--- src/rtl/spi_ahb_fifo_bridge.sv ---
// AHB-lite slave bridging the bus to a byte-level SPI master core through TX/RX FIFOs,
// with a STATUS register and a CTRL register for flushes, sticky-flag clear and rx_enable.
module spi_ahb_fifo_bridge #(
    parameter int unsigned DATA_W   = 8,
    parameter int unsigned TX_DEPTH = 4,
    parameter int unsigned RX_DEPTH = 4
) (
    input  logic              clk,
    input  logic              rst,
    input  logic              hsel,
    input  logic              hwrite,
    input  logic [31:0]       haddr,
    input  logic [31:0]       hwdata,
    output logic [31:0]       hrdata,
    input  logic [DATA_W-1:0] spi_data_out,
    input  logic              spi_busy,
    output logic [DATA_W-1:0] spi_data_in,
    output logic              spi_ready_send
);

    localparam int unsigned TX_AW = $clog2(TX_DEPTH);
    localparam int unsigned RX_AW = $clog2(RX_DEPTH);
    localparam logic [TX_AW:0]   TX_FULL_CNT = (TX_AW + 1)'(TX_DEPTH);
    localparam logic [RX_AW:0]   RX_FULL_CNT = (RX_AW + 1)'(RX_DEPTH);
    localparam logic [TX_AW-1:0] TX_PTR_ONE  = 1;
    localparam logic [RX_AW-1:0] RX_PTR_ONE  = 1;

    localparam logic [1:0] IDLE = 2'd0;
    localparam logic [1:0] REQ  = 2'd1;
    localparam logic [1:0] XFER = 2'd2;

    logic              dp_valid_q, dp_write_q;
    logic [15:0]       dp_addr_q;

    logic [DATA_W-1:0] tx_mem_q [TX_DEPTH];
    logic [TX_AW-1:0]  tx_wptr_q, tx_rptr_q;
    logic [TX_AW:0]    tx_cnt_q;
    logic [DATA_W-1:0] rx_mem_q [RX_DEPTH];
    logic [RX_AW-1:0]  rx_wptr_q, rx_rptr_q;
    logic [RX_AW:0]    rx_cnt_q;

    logic              tx_ovf_q, rx_ovf_q, rx_unf_q, rx_en_q;
    logic [1:0]        state_q;
    logic [DATA_W-1:0] spi_data_in_q;
    logic              spi_ready_send_q;

    logic wr_tx, rd_rx, wr_ctrl, flush_tx, flush_rx, clr_flags;
    logic tx_full, tx_empty, rx_full, rx_empty;
    logic tx_pop, tx_push, tx_ovf_set;
    logic xfer_done, rx_push_req, rx_pop, rx_push, rx_ovf_set, rx_unf_set;
    logic busy;
    logic [31:0] status;
    logic unused_bits;

    assign unused_bits = ^{haddr[31:16], hwdata};

    assign wr_tx     = dp_valid_q & dp_write_q & (dp_addr_q == 16'h0000);
    assign rd_rx     = dp_valid_q & ~dp_write_q & (dp_addr_q == 16'h0004);
    assign wr_ctrl   = dp_valid_q & dp_write_q & (dp_addr_q == 16'h000C);
    assign flush_tx  = wr_ctrl & hwdata[0];
    assign flush_rx  = wr_ctrl & hwdata[1];
    assign clr_flags = wr_ctrl & hwdata[2];

    assign tx_full  = (tx_cnt_q == TX_FULL_CNT);
    assign tx_empty = (tx_cnt_q == '0);
    assign rx_full  = (rx_cnt_q == RX_FULL_CNT);
    assign rx_empty = (rx_cnt_q == '0);

    // A flush during REQ can leave the FIFO empty; the latched head still goes out.
    assign tx_pop     = (state_q == REQ) & spi_busy & ~tx_empty;
    assign tx_push    = wr_tx & (~tx_full | tx_pop);
    assign tx_ovf_set = wr_tx & tx_full & ~tx_pop;

    assign xfer_done   = (state_q == XFER) & ~spi_busy;
    assign rx_push_req = xfer_done & rx_en_q;
    assign rx_pop      = rd_rx & ~rx_empty;
    assign rx_unf_set  = rd_rx & rx_empty;
    assign rx_push     = rx_push_req & (~rx_full | rx_pop);
    assign rx_ovf_set  = rx_push_req & rx_full & ~rx_pop;

    assign busy   = (state_q != IDLE) | spi_busy;
    assign status = {8'h00, 8'(rx_cnt_q), 8'(tx_cnt_q), rx_unf_q, rx_ovf_q, tx_ovf_q, busy,
                     rx_empty, rx_full, tx_empty, tx_full};

    always_ff @(posedge clk) begin
        if (rst) begin
            dp_valid_q <= 1'b0;
            dp_write_q <= 1'b0;
            dp_addr_q  <= 16'h0000;
        end else begin
            dp_valid_q <= hsel;
            if (hsel) begin
                dp_write_q <= hwrite;
                dp_addr_q  <= haddr[15:0];
            end
        end
    end

    always_ff @(posedge clk) begin
        if (tx_push) tx_mem_q[tx_wptr_q] <= hwdata[DATA_W-1:0];
        if (rx_push) rx_mem_q[rx_wptr_q] <= spi_data_out;
    end

    always_ff @(posedge clk) begin
        if (rst) begin
            tx_wptr_q <= '0;
            tx_rptr_q <= '0;
            tx_cnt_q  <= '0;
        end else if (flush_tx) begin
            tx_rptr_q <= tx_wptr_q;
            tx_cnt_q  <= '0;
        end else begin
            if (tx_push) tx_wptr_q <= tx_wptr_q + TX_PTR_ONE;
            if (tx_pop)  tx_rptr_q <= tx_rptr_q + TX_PTR_ONE;
            tx_cnt_q <= tx_cnt_q + {{TX_AW{1'b0}}, tx_push} - {{TX_AW{1'b0}}, tx_pop};
        end
    end

    // A flush wins over a word arriving from the SPI core on the same edge.
    always_ff @(posedge clk) begin
        if (rst) begin
            rx_wptr_q <= '0;
            rx_rptr_q <= '0;
            rx_cnt_q  <= '0;
        end else if (flush_rx) begin
            rx_rptr_q <= rx_wptr_q;
            rx_cnt_q  <= '0;
        end else begin
            if (rx_push) rx_wptr_q <= rx_wptr_q + RX_PTR_ONE;
            if (rx_pop)  rx_rptr_q <= rx_rptr_q + RX_PTR_ONE;
            rx_cnt_q <= rx_cnt_q + {{RX_AW{1'b0}}, rx_push} - {{RX_AW{1'b0}}, rx_pop};
        end
    end

    // Sticky flags: a set on the same edge as a clear wins.
    always_ff @(posedge clk) begin
        if (rst) begin
            tx_ovf_q <= 1'b0;
            rx_ovf_q <= 1'b0;
            rx_unf_q <= 1'b0;
            rx_en_q  <= 1'b1;
        end else begin
            tx_ovf_q <= (tx_ovf_q & ~clr_flags) | tx_ovf_set;
            rx_ovf_q <= (rx_ovf_q & ~clr_flags) | rx_ovf_set;
            rx_unf_q <= (rx_unf_q & ~clr_flags) | rx_unf_set;
            if (wr_ctrl) rx_en_q <= hwdata[3];
        end
    end

    always_ff @(posedge clk) begin
        if (rst) begin
            state_q          <= IDLE;
            spi_data_in_q    <= '0;
            spi_ready_send_q <= 1'b0;
        end else begin
            case (state_q)
                IDLE: begin
                    if (~tx_empty & ~spi_busy) begin
                        state_q          <= REQ;
                        spi_data_in_q    <= tx_mem_q[tx_rptr_q];
                        spi_ready_send_q <= 1'b1;
                    end
                end
                REQ: begin
                    if (spi_busy) begin
                        state_q          <= XFER;
                        spi_ready_send_q <= 1'b0;
                    end
                end
                XFER: begin
                    if (~spi_busy) state_q <= IDLE;
                end
                default: state_q <= IDLE;
            endcase
        end
    end

    assign spi_data_in    = spi_data_in_q;
    assign spi_ready_send = spi_ready_send_q;

    always_comb begin
        hrdata = 32'h0000_0000;
        if (dp_valid_q & ~dp_write_q) begin
            case (dp_addr_q)
                16'h0004: if (~rx_empty) hrdata = 32'(rx_mem_q[rx_rptr_q]);
                16'h0008: hrdata = status;
                16'h000C: hrdata[3] = rx_en_q;
                default:  hrdata = 32'h0000_0000;
            endcase
        end
    end

endmodule

--- config.mk ---
export PLATFORM = sky130hd
export DESIGN_NAME = spi_ahb_fifo_bridge
export DESIGN_NICKNAME = d
export VERILOG_FILES = /design/src/rtl/spi_ahb_fifo_bridge.sv
export SDC_FILE = /design/constraint.sdc
export NUM_CORES = 1
export LEC_CHECK = 0
export CORE_UTILIZATION = 40
export CTS_CLUSTER_DIAMETER = 60
export DETAILED_ROUTE_END_ITERATION = 10
export GPL_TIMING_DRIVEN = 0
export HOLD_SLACK_MARGIN = 0.03
export PLACE_DENSITY = 0.68
export SETUP_SLACK_MARGIN = 0.15
export SYNTH_ARGS = -nofsm -noshare
export SYNTH_HDL_FRONTEND = slang
export SYNTH_SLANG_ARGS = --single-unit
--- constraint.sdc ---
create_clock -name clk -period 5.05 [get_ports clk]
set_clock_uncertainty 0.15 [all_clocks]
set_input_delay 1.01 -clock clk [delete_from_list [all_inputs] [get_ports clk]]
set_output_delay 1.01 -clock clk [all_outputs]
set_load 0.03 [all_outputs]
* After elaboration in Yosys (flattened, before gate mapping)
Memory sizes are Yosys's and may differ from the RTL's. A register that Yosys moved wholly into a read port is not among the register bits.
Cells that the tools add are included.
** Operators by class
- Equal/unequal tests :: 10
- Muxes and demuxes :: 22
- Bitwise operators :: 41
- $add $sub $neg :: 8
- Reductions and logical operators :: 15
** Operators by type and width (number)
- $pmux W28 S2 :: 1
- $eq A16 B4 Y1 const B :: 2
- $mux W32 :: 1
- $and A1 B1 Y1 :: 24
- $mux W2 :: 9
- $eq A16 B3 Y1 const B :: 1
- $logic_not A16 Y1 :: 1
- $not A1 Y1 :: 11
- $add A2 B1 Y2 const B :: 4
- $mux W8 :: 1
- $reduce_bool A2 Y1 :: 4
- $add A3 B1 Y3 :: 2
- $eq A3 B3 Y1 const B :: 2
- $logic_not A3 Y1 :: 2
- $mux W1 :: 6
- $ne A2 B2 Y1 const B :: 3
- $or A1 B1 Y1 :: 6
- $pmux W2 S3 :: 1
- $pmux W3 S2 :: 1
- $reduce_and A2 Y1 :: 3
- $reduce_and A3 Y1 :: 2
- $sub A3 B1 Y3 :: 2
- $reduce_or A2 Y1 :: 2
- $pmux W1 S3 :: 1
- other kinds (4) :: 4
** Word-level totals
- Memories kept :: 2
- Bits of input ports :: 77
- Flip-flop bits (word level) :: 39
- Memory bits (writable) :: 64
** Memories
- rx_mem_q :: depth 4, width 8, read ports 1, clocked after memory_dff 1, wr ports 1, RTL line 38 : logic [DATA_W-1:0] rx_mem_q [RX_DEPTH];
- tx_mem_q :: depth 4, width 8, read ports 1, clocked after memory_dff 1, wr ports 1, RTL line 35 : logic [DATA_W-1:0] tx_mem_q [TX_DEPTH];

* Depth between registers and ports, before layout
Gate-level depths: netlist of run 1.
- Word-level depth :: 8
- Mapped depth :: 12
- Depth with buffers taken out :: 12

* Worst setup path after synthesis of run 1
OpenSTA, ideal clock, no wires.
- Kind :: input port to flip-flop
- Start :: in spi_busy
- End :: reg tx_cnt_q[2]
- Stages :: 12
- Library setup time :: 0.132 ns
- Arrival time :: 2.977 ns
- Setup slack :: 1.792 ns
- Required time :: 4.768 ns
- Buffers on the path :: 0
- Path through :: nand3b_1 -> and3_1 -> nor4_4 -> inv_1 -> ha_1 -> inv_1 -> ha_1 -> inv_1 -> fa_1 -> xor2_1 -> xnor2_1 -> nor3_1
** On the way
- Longest elaborated chain between the ends :: 6
** Ends and longest elaborated chain
- from (decl) :: RTL line 16 : input logic spi_busy,
- $and A1 B1 Y1 * (2 in a row) :: RTL line 70 : assign tx_pop = (state_q == REQ) & spi_busy & ~tx_empty;
- $or A1 B1 Y1 :: RTL line 71 : assign tx_push = wr_tx & (~tx_full | tx_pop);
- $and A1 B1 Y1 :: RTL line 71
- $add A3 B1 Y3 :: RTL line 115 : tx_cnt_q <= tx_cnt_q + {{TX_AW{1'b0}}, tx_push} - {{TX_AW{1'b0}}, tx_pop};
- $sub A3 B1 Y3 * :: RTL line 115
- to (signal assigned) :: RTL line 115
- to (decl) :: RTL line 37 : logic [TX_AW:0] tx_cnt_q;
Every way passes the cells marked *; elsewhere a longest branch is shown, timed or not.
A chain may end at the register's enable or synchronous reset.

* Final worst setup path of run 1
- Start :: reg dp_addr_q[9]
- End :: out hrdata[2]
** On the way
- Longest elaborated chain between the ends :: 3
- Elaborated cells between the ends (all ways) :: 4
- Classes of those cells :: eq/ne: 2; mux: 2
** Ends and longest elaborated chain
- from (decl) :: RTL line 33 : logic [15:0] dp_addr_q;
- from (signal assigned) :: RTL line 94 : dp_addr_q <= haddr[15:0];
- $eq A16 B4 Y1 / $eq A16 B3 Y1 (equally long branches) :: RTL line 184 : case (dp_addr_q)
- $pmux W3 S2 * :: RTL line 184
- $mux W32 * :: RTL line 183 : if (dp_valid_q & ~dp_write_q) begin
- to (decl) :: RTL line 14 : output logic [31:0] hrdata,
Marks and branches as above.

==> results of run 1 <==
==> registers in the layout, summed over array words and instances, names as in the netlist, 2 cells and up, named ones only <==
signal       cells
rx_rptr_q        2
rx_cnt_q         3
spi_data_in      8
state_q          2
rx_mem_q        32
tx_mem_q        32
dp_addr_q       16
tx_rptr_q        2
tx_wptr_q        2
rx_wptr_q        2
tx_cnt_q         3
==> layout make-up <==
cell class                      instances  area [um2]
Buffer                                 32         195
Clock buffer                           18         429
Clock inverter                         14         205
Fill cell                            1017        5610
Inverter                               14        52.6
Multi-Input combinational cell        230        1810
Sequential cell                       113        2900
Tap cell                              147         184
Timing Repair Buffer                   57         571
==> per-layer routing <==
layer,share of wire,GRT usage
met4,0.0095,0.0640
met1,0.43,0.207
met2,0.50,0.275
met3,0.054,0.0513
met5,0,0
==> cell usage after synthesis, drive strengths merged (3+ instances only) <==
cell	n	area [um2]
a211oi	3	22.5
a21oi	12	60.1
a22o	6	52.6
and2	10	62.6
and3	3	18.8
buf	23	161
clkbuf	9	33.8
dfxtp	49	981
edfxtp	64	1920
ha	12	150
inv	14	52.6
mux2i	19	190
mux4	16	360
nand2	23	86.3
nand3	4	20.0
nor2	34	128
nor2b	7	43.8
nor3	14	75.1
nor4	6	88.8
o21ai	3	15.0
or3	3	18.8
xnor2	4	35.0
xor2	5	43.8
==> power groups by stage <==
stage / Clock, mW / Sequential [mW] / Combinational, mW
2_1_floorplan: 0 / 1.01 / 0.0667
3_3_place_gp: 0 / 1.01 / 0.107
3_5_place_dp: 0 / 1.01 / 0.109
4_1_cts: 1.28 / 0.989 / 0.110
5_1_grt: 1.33 / 0.990 / 0.118
6_report: 1.27 / 0.989 / 0.109
==> per-stage QoR <==
| step | cells | worst slack [ns] | util | power (mW) |
|---|---|---|---|---|
| 2_1_floorplan | 389 | 1.79 | - | 1.07 |
| 3_3_place_gp | 593 | 0.976 | 0.478 | 1.12 |
| 3_5_place_dp | 593 | 0.924 | 0.478 | 1.12 |
| 4_1_cts | 625 | 0.748 | 0.531 | 2.38 |
| 5_1_grt | 625 | 0.548 | 0.531 | 2.43 |
| 6_report | 625 | 0.748 | 0.531 | 2.37 |
==> worst register-to-register path, stage by stage (launching register included) <==
cell and delay [ns]:
dfxtp_1 0.33, nor4_1 0.44, nand3_1 0.18, nor3_1 0.47, o31ai_1 0.23, ha_1 0.33
inv_1 0.05, ha_1 0.13, inv_1 0.05, fa_1 0.37, xor2_1 0.16, xnor2_1 0.14
nor3_1 0.06
==> cell families after synthesis <==
| logic type | count (synthesis) | share of synthesized area |
|---|---|---|
| AND/OR/NAND/NOR | 117 | 0.134 |
| flip-flops | 113 | 0.592 |
| buffers and inverters | 46 | 0.0506 |
| AO/OA/AOI/OAI | 36 | 0.0516 |
| multiplexers | 36 | 0.115 |
| adder cells (fa/ha/maj) | 14 | 0.0388 |
| XOR/XNOR | 9 | 0.0161 |
| other | 1 | 0.000765 |
==> worst min-delay path by stage <==
stage | startpoint | to | cells past startpoint
after detailed placement | spi_data_in[0] | spi_data_in[0] | 2
final | spi_data_in[6] | spi_data_in[6] | 2
after global placement | spi_data_in[5] | spi_data_in[5] | 2
after global routing | spi_data_in[1] | spi_data_in[1] | 2
after floorplan | rx_rptr_q[1] | register | 1
after CTS | spi_data_in[0] | spi_data_in[0] | 2
==> run summary, run 1 <==
CTS Hold Bufs: 0
first-pass GRT wire length: 15700 um
flop2flop setup slack: 1.84 ns
nets: 556
ratio of cells with drive above 1 in the final layout: 0.172
via density per instance: 4.94
r2r startpoint: dp_addr_q[9]
Crit. Startpoint: dp_addr_q[9]
drt wl/cell: 15.4 um
die area: 12700 um2
largest net degree at the start of global routing: 17
Initial Util: 0.410
Max Fclk: 232 MHz
Syn Area/Cell: 13.2 um2
number of core rows: 40
maximum net fanout on the critical path: 10
Comb pwr share: 0.046
Mapped Cells: 372
number of buffers and inverters on the critical path: 2
CP required: 3.89 ns
Leak: 2.35 nW
Reg2Reg Capture Point: rx_cnt_q[2]
outcome: finished clean
sequential share of the synthesized area: 0.592
commonest non-fill, non-tap cell in the layout: edfxtp_1
Post-synth EDFFs: 64
Routed WL: 9620 um
Yosys cell types: 49
DR vias: 3087
switch share: 0.211
family with the most delay on the worst path: simple AND/OR/NAND/NOR gates
Clock Power Share: 0.536
Net Sw Power: 0.500 mW
Rel. slew slack: 0.371
delay of the slowest cell on the worst path: 0.70 ns
MaxCap Viol Count: 0
post-route design area: 6350 um2
Chip Width: 113 um
Post-DP Area: 5720 um2
flip-flop and latch count after synthesis: 113
RSZ-0062 raised after global routing: false
DRT Pass-1 Iters: 5
ys async rst share: 0
clock sink total: 113
global route total overflow: 0
# resized after CTS: 0
P_int: 1.87 mW
Setup TNS: 0 ns
actual slew at the worst max-slew pin: 0.941 ns
hold_ws: 0.301 ns
area grow syn2layout: 29.6%
Vert. Die Dim: 113 um
initial drt markers: 140
PD cells: 372 nW/um2
I/O pins: 118
Worst Setup EP: hrdata[2]
final hold violations: 0
HP Class: reg2reg
initial antenna violation count: 0
HPWL after DPL: 6850 um
Seq pwr share: 0.418
synth warn: 0
Reg clk slew, reported paths: 0.06 ns
most frequent cells in the layout: edfxtp_1, clkdlybuf4s50_1, dfxtp_1
Crit Path Class: reg2out
Worst VDD drop: 0.000165 V
crit path max-delay cell type: clkdlybuf4s50_1
CTS tree: built
Total Routing Usage GR: 0.167
gpl congestion: 0.792
IO Port Bufs: 57
Top FF cell, synth: edfxtp_1
CP Launch Type: register
Worst Setup End Kind: output pin
vias in the first global route: 3067
H-tree depth: 4
Mapped Area: 4900 um2
arrival time worst endpoint: 3.14 ns
Placeable Area: 12000 um2
Stages on worst setup path: 7
Antenna Nets Post-Route: 0
CTS root buffer: clkbuf_16
final setup vio count: 0
TritonCTS buffer count: 17
Post-CTS Setup Bufs: 0
diode count: 0
Remaining DRCs: 0
clk buf depth: 2
minimum clock period: 4.30 ns
critical-path cell list: nor4_1 > and3_1 > and4_1 > clkbuf_1 > a22oi_1 > nor2_1 > clkdlybuf4s50_1
fraction of the cycle the final worst path needs: 0.852
cells on worst reg2reg path: 12
fin. max-slew vios: 0
later-pin clock latency in the skew report: 0.41 ns
Power figures use the tool's default switching activity.
==> run 2: changes to the inputs <==
--- a/config.mk
+++ b/config.mk
@@ -10,7 +10,8 @@
 export DETAILED_ROUTE_END_ITERATION = 10
 export GPL_TIMING_DRIVEN = 0
 export HOLD_SLACK_MARGIN = 0.03
-export PLACE_DENSITY = 0.68
+export PLACE_DENSITY = 0.67
+export RECOVER_POWER = 50
 export SETUP_SLACK_MARGIN = 0.15
 export SYNTH_ARGS = -nofsm -noshare
 export SYNTH_HDL_FRONTEND = slang
==> run 2 against run 1 <==
The flow now finishes with violations (DRC). Core utilization decreased by 0.69 points. Global-route usage is 0.63 points lower. Combinational power barely moved. Cell area is 1.3% lower. Setup slack better by 0.0049 ns. Clock power shrank 11%. Maximum frequency increased by 0.11%. Final cell count unchanged. Register-to-register slack got worse by 0.19 ns. Count of clock-buffer cells in the layout did not move. Non-clock buffer count did not move. Power shrank 6.0%. Critical path type unchanged.
==> run summary, run 2 (same netlist as run 1, synthesis figures left out) <==
Worst VDD drop: 0.000208 V (+26%)
Chip Width: 113 um (unchanged)
number of fill cells: 1006 (-1.1%)
fin. max-slew vios: 0 (unchanged)
CP Launch Type: register
CP required: 3.89 ns (about the same)
Sequential Area: 2900 um2 (unchanged)
MaxCap Viol Count: 0 (unchanged)
initial drt markers: 135 (-3.6%)
CTS tree: built
M3 GR Usage: 0.0545 (+0.00324)
crit path max-delay cell type: clkdlybuf4s50_1
H-tree depth: 4 (unchanged)
minimum clock period: 4.30 ns (-0.00487 ns)
Leak: 2.32 nW (-1.1%)
IO Port Bufs: 57 (unchanged)
vias in the first global route: 3063 (-0.13%)
Routed WL: 9460 um (-1.7%)
PD cells: 355 nW/um2 (-4.8%)
TritonCTS buffer count: 17 (unchanged)
RSZ-0062 raised after global routing: false
outcome: finished with violations
layer with the highest usage: met2
Max Fclk: 233 MHz (+0.11%)
Seq pwr share: 0.445 (+0.027)
final core area utilization: 0.524 (-0.00690)
clock sink total: 113 (unchanged)
Clock Power Share: 0.507 (-0.029)
Initial Util: 0.410 (unchanged)
delay of the slowest cell on the worst path: 0.67 ns (-0.03 ns)
gpl congestion: 0.784 (-1.1%)
first-pass GRT wire length: 15100 um (-3.7%)
Largest regs: rx_mem_q x32, tx_mem_q x32, dp_addr_q x16
Post-CTS Setup Bufs: 0 (unchanged)
Comb pwr share: 0.048 (+0.002)
I/O pins: 118 (unchanged)
placed cell count: 593 (unchanged)
die area: 12700 um2 (unchanged)
final hold violations: 0 (unchanged)
family with the most delay on the worst path: buffers and inverters
initial antenna violation count: 0 (unchanged)
# resized after CTS: 0 (unchanged)
Rel. slew slack: 0.410 (+0.0383)
Crit Path Class: reg2out
critical-path cell list: nor4_1 > nand3_1 > nor4_1 > clkbuf_1 > a22o_1 > clkdlybuf4s50_1
CTS root buffer: clkbuf_16
ratio of cells with drive above 1 in the final layout: 0.163 (-0.00837)
nets: 556 (unchanged)
multi-input logic area: 1800 um2 (-0.83%)
Vert. Die Dim: 113 um (unchanged)
fraction of the cycle the final worst path needs: 0.851 (-0.000964)
later-pin clock latency in the skew report: 0.41 ns (about the same)
most frequent cell on the critical path: nor4_1
actual slew at the worst max-slew pin: 0.884 ns (-0.0574 ns)
Final Non-Filler Cells: 625 (unchanged)
number of buffers and inverters on the critical path: 2 (unchanged)
Placeable Area: 12000 um2 (unchanged)
area grow syn2layout: 28.0%
met2 track demand over resource: 0.267 (-0.00741)
HPWL after DPL: 6720 um (-1.8%)
Reg clk slew, reported paths: 0.06 ns (about the same)
global route total overflow: 0 (unchanged)
number of core rows: 40 (unchanged)
Remaining DRCs: 1 (+1)
DR vias: 3076 (-0.36%)
arrival time worst endpoint: 3.14 ns (about the same)
switch share: 0.224 (+0.0130)
violated checks: DRC
Worst Setup End Kind: output pin
largest net degree at the start of global routing: 17 (unchanged)
maximum net fanout on the critical path: 10 (unchanged)
via density per instance: 4.92 (-0.36%)
final setup vio count: 0 (unchanged)
Setup TNS: 0 ns (unchanged)
clk buf depth: 2 (unchanged)
Total Routing Usage GR: 0.161 (-0.00627)
CTS Hold Bufs: 0 (unchanged)
GRT met1 Usage: 0.194 (-0.0125)
diode count: 0 (unchanged)
most frequent cells in the layout: edfxtp_1, dfxtp_1, clkdlybuf4s50_1
Net Sw Power: 0.499 mW (-0.25%)
Antenna Nets Post-Route: 0 (unchanged)
HP Class: reg2reg
DRT Pass-1 Iters: 7 (+2)
P_int: 1.72 mW (-7.6%)
drt wl/cell: 15.1 um (-1.7%)
commonest non-fill, non-tap cell in the layout: edfxtp_1
==> run 2: cell count changes in the layout (fill, tap and decap cells not counted), sizes merged <==
cell           before  now
buf                23   21
bufinv              4    1
clkbuf             27   29
clkdlybuf4s50      57   40
clkinv              5    8
dlygate4sd3         0   17
==> run 2: layout make-up <==
class / instances / area share
Clock buffer: 18 / 0.0700
Clock inverter: 14 / 0.0212
Buffer: 32 / 0.0303
Sequential cell: 113 / 0.463
Inverter: 14 / 0.00838
Tap cell: 147 / 0.0293
Multi-Input combinational cell: 230 / 0.287
Timing Repair Buffer: 57 / 0.0910
==> run 2: path summary, 6_finish.rpt <==
| path | end | from | depth (start not counted) | slack, ns |
|---|---|---|---|---|
| worst max-delay path | hrdata[4] | dp_addr_q[9] | 6 | 0.75 |
| worst min-delay path | spi_data_in[5] | spi_data_in[5] | 2 | 0.30 |
| worst max register to register | rx_cnt_q[2] | dp_addr_q[9] | 12 | 1.65 |
| worst min register to register | spi_data_in[5] | spi_data_in[5] | 2 | 0.30 |
==> run 2: through the flow <==
step	setup slack (ns)	instance area, um2	total power, mW	hold slack (ns)
after floorplan	1.79	4960	1.07	0.290
after global placement	0.975	5720	1.12	0.291
after detailed placement	0.947	5720	1.12	0.296
after CTS	0.800	6290	2.25	0.304
after global routing	0.394	6270	2.30	0.320
final	0.753	6270	2.22	0.300
==> run 2: routing by layer <==
layer / vias up / wire length, um
met5: - / 0
li1: 1515 / -
met2: 78 / 4710
met1: 1472 / 4160
met3: 11 / 463
met4: 0 / 131
==> run 2: power by group through the flow <==
stage	registers [mW]	clock network [mW]	logic, mW
floorplan	1.01	0	0.0667
global placement	1.01	0	0.107
detailed placement	1.01	0	0.109
CTS	0.989	1.15	0.110
global route	0.990	1.19	0.115
finish	0.989	1.13	0.107
==> run 2: worst reg2reg max path: cells and delay by family, from the launching register on <==
family	cells	cell delay, ns
xor+xnor	2	0.32
flops	1	0.33
simple gates	4	1.08
fa+ha+maj	3	0.82
buf+inv	3	0.56
==> run 3: changes to the inputs <==
--- a/config.mk
+++ b/config.mk
@@ -5,6 +5,7 @@
 export SDC_FILE = /design/constraint.sdc
 export NUM_CORES = 1
 export LEC_CHECK = 0
+export CORE_MARGIN = 3
 export CORE_UTILIZATION = 40
 export CTS_CLUSTER_DIAMETER = 60
 export DETAILED_ROUTE_END_ITERATION = 10
==> run 3 against run 2 <==
The flow now finishes without violations. Critical path depth unchanged. Sequential power about the same. Maximum frequency up 1.1%. Cell area down 0.30%. Count of clock-buffer cells in the layout up 5. Setup slack better by 0.049 ns. Non-clock buffer count unchanged. Critical endpoint is now hrdata[2]. Largest cell class unchanged. Highest routed layer unchanged.
==> run summary, run 3 (same netlist as run 1, synthesis figures left out) <==
Initial Util: 0.418 (+0.00875)
H-tree depth: 4 (unchanged)
gpl congestion: 0.760 (-3.1%)
met2 wire len: 4960 um (+5.4%)
Vert. Die Dim: 117 um (+3.6%)
first-pass GRT wire length: 15700 um (+3.7%)
Worst Setup EP: hrdata[2]
Reg2Reg Capture Point: rx_cnt_q[2]
IO Port Bufs: 57 (unchanged)
total power: 2.20 mW (-1.0%)
CTS tree: built
largest net degree at the start of global routing: 17 (unchanged)
r2r startpoint: dp_addr_q[9]
CP Launch Type: register
minimum clock period: 4.25 ns (-0.0488 ns)
die area: 13600 um2 (+7.2%)
post-route design area: 6250 um2 (-0.30%)
CP required: 3.89 ns (about the same)
initial drt markers: 146 (+8.1%)
Net Sw Power: 0.465 mW (-6.8%)
fraction of the cycle the final worst path needs: 0.841 (-0.00966)
Placeable Area: 11700 um2 (-2.1%)
ratio of cells with drive above 1 in the final layout: 0.161 (-0.00209)
cells on worst reg2reg path: 12 (unchanged)
outcome: finished clean
arrival time worst endpoint: 3.09 ns (-0.05 ns)
initial antenna violation count: 0 (unchanged)
I/O pins: 118 (unchanged)
# resized after CTS: 0 (unchanged)
area grow syn2layout: 27.6%
P_int: 1.74 mW (+0.63%)
Routed WL: 9740 um (+3.0%)
Largest regs: rx_mem_q x32, tx_mem_q x32, dp_addr_q x16
PD cells: 352 nW/um2 (-0.74%)
number of core rows: 39 (-2.5%)
Seq pwr share: 0.450 (+0.005)
clock sink total: 113 (unchanged)
Post-CTS Setup Bufs: 0 (unchanged)
Worst VDD drop: 0.000157 V (-25%)
CTS root buffer: clkbuf_16
RSZ-0062 raised after global routing: false
Chip Width: 117 um (+3.6%)
most frequent cells in the layout: edfxtp_1, dfxtp_1, clkdlybuf4s50_1
DRT Pass-1 Iters: 4 (-3)
Max Fclk: 235 MHz (+1.1%)
flop2flop setup slack: 1.78 ns (+0.13 ns)
CTS Hold Bufs: 0 (unchanged)
HP Class: reg2reg
PnR worst setup slack: 0.801 ns (+0.0488 ns)
Setup TNS: 0 ns (unchanged)
maximum net fanout on the critical path: 10 (unchanged)
hold_ws: 0.300 ns (+0.000287 ns)
wl on met1: 4180 um (+0.60%)
Rel. slew slack: 0.402 (-0.00805)
Remaining DRCs: 0 (-1)
Top Metal Used: met4
final hold violations: 0 (unchanged)
Antenna Nets Post-Route: 0 (unchanged)
Worst Setup End Kind: output pin
final setup vio count: 0 (unchanged)
WL met3: 464 um (+0.22%)
Reg clk slew, reported paths: 0.05 ns (about the same)
TritonCTS buffer count: 17 (unchanged)
Post-DP Area: 5710 um2 (about the same)
actual slew at the worst max-slew pin: 0.896 ns (+0.0121 ns)
Crit Path Class: reg2out
diode count: 0 (unchanged)
via density per instance: 4.92 (about the same)
fin. max-slew vios: 0 (unchanged)
HPWL after DPL: 6880 um (+2.4%)
MaxCap Viol Count: 0 (unchanged)
global route total overflow: 0 (unchanged)
switch share: 0.211 (-0.0130)
clk buf depth: 2 (unchanged)
Clock Power Share: 0.503 (-0.004)
Total Routing Usage GR: 0.156 (-0.00523)
commonest non-fill, non-tap cell in the layout: edfxtp_1
drt wl/cell: 15.7 um (+3.6%)
vias in the first global route: 3064 (+0.033%)
Hold Startpoint: spi_data_in[2]
DR vias: 3054 (-0.72%)
later-pin clock latency in the skew report: 0.41 ns (about the same)
Crit. Startpoint: dp_addr_q[13]
Comb pwr share: 0.048 (about the same)
Leak: 2.32 nW (about the same)
nets: 556 (unchanged)
worst slack, placed: 0.939 ns (-0.00779 ns)
## run 3: final cells by class
class	count	area, um2
fill	999	5460
sequential	113	2900
multi-input combinational	230	1790
timing repair buffer	57	571
clock buffer	23	510
buffer	32	194
tap	143	179
clock inverter	9	52.6
inverter	14	52.6
## run 3: power by group through the flow
stage | Clock, mW | Combinational, mW | Sequential (mW)
after global routing | 1.17 | 0.115 | 0.990
after detailed placement | 0 | 0.109 | 1.01
after floorplan | 0 | 0.0667 | 1.01
final | 1.11 | 0.105 | 0.989
after CTS | 1.12 | 0.109 | 0.990
after global placement | 0 | 0.107 | 1.01
## run 3: how the worst min path moves through the flow
stage | cells after the start | slack [ns] | end
6_report | 2 | 0.30 | spi_data_in[2]
5_1_grt | 2 | 0.33 | spi_data_in[0]
4_1_cts | 2 | 0.30 | spi_data_in[2]
3_5_place_dp | 2 | 0.30 | spi_data_in[2]
3_3_place_gp | 2 | 0.29 | spi_data_in[7]
2_1_floorplan | 1 | 0.29 | register
## run 3: routing by layer
metal / track usage / vias to the layer above
met4: 0.0543 / 0
met2: 0.256 / 72
met5: 0 / -
met1: 0.190 / 1457
li1: - / 1513
met3: 0.0565 / 12
## run 3: metrics by stage
step                utilization  instances
floorplan                     -        389
global placement          0.488        589
CTS                       0.536        621
finish                    0.534        621
global route              0.534        621
detailed placement        0.488        589
## run 3: worst max-delay path, stage by stage, from the launching register on
cell and delay [ns]:
dfxtp_1 0.32, nor4_1 0.61, and4_1 0.43, clkbuf_1 0.36, a22oi_1 0.11, nor2_1 0.16
clkdlybuf4s50_1 0.69
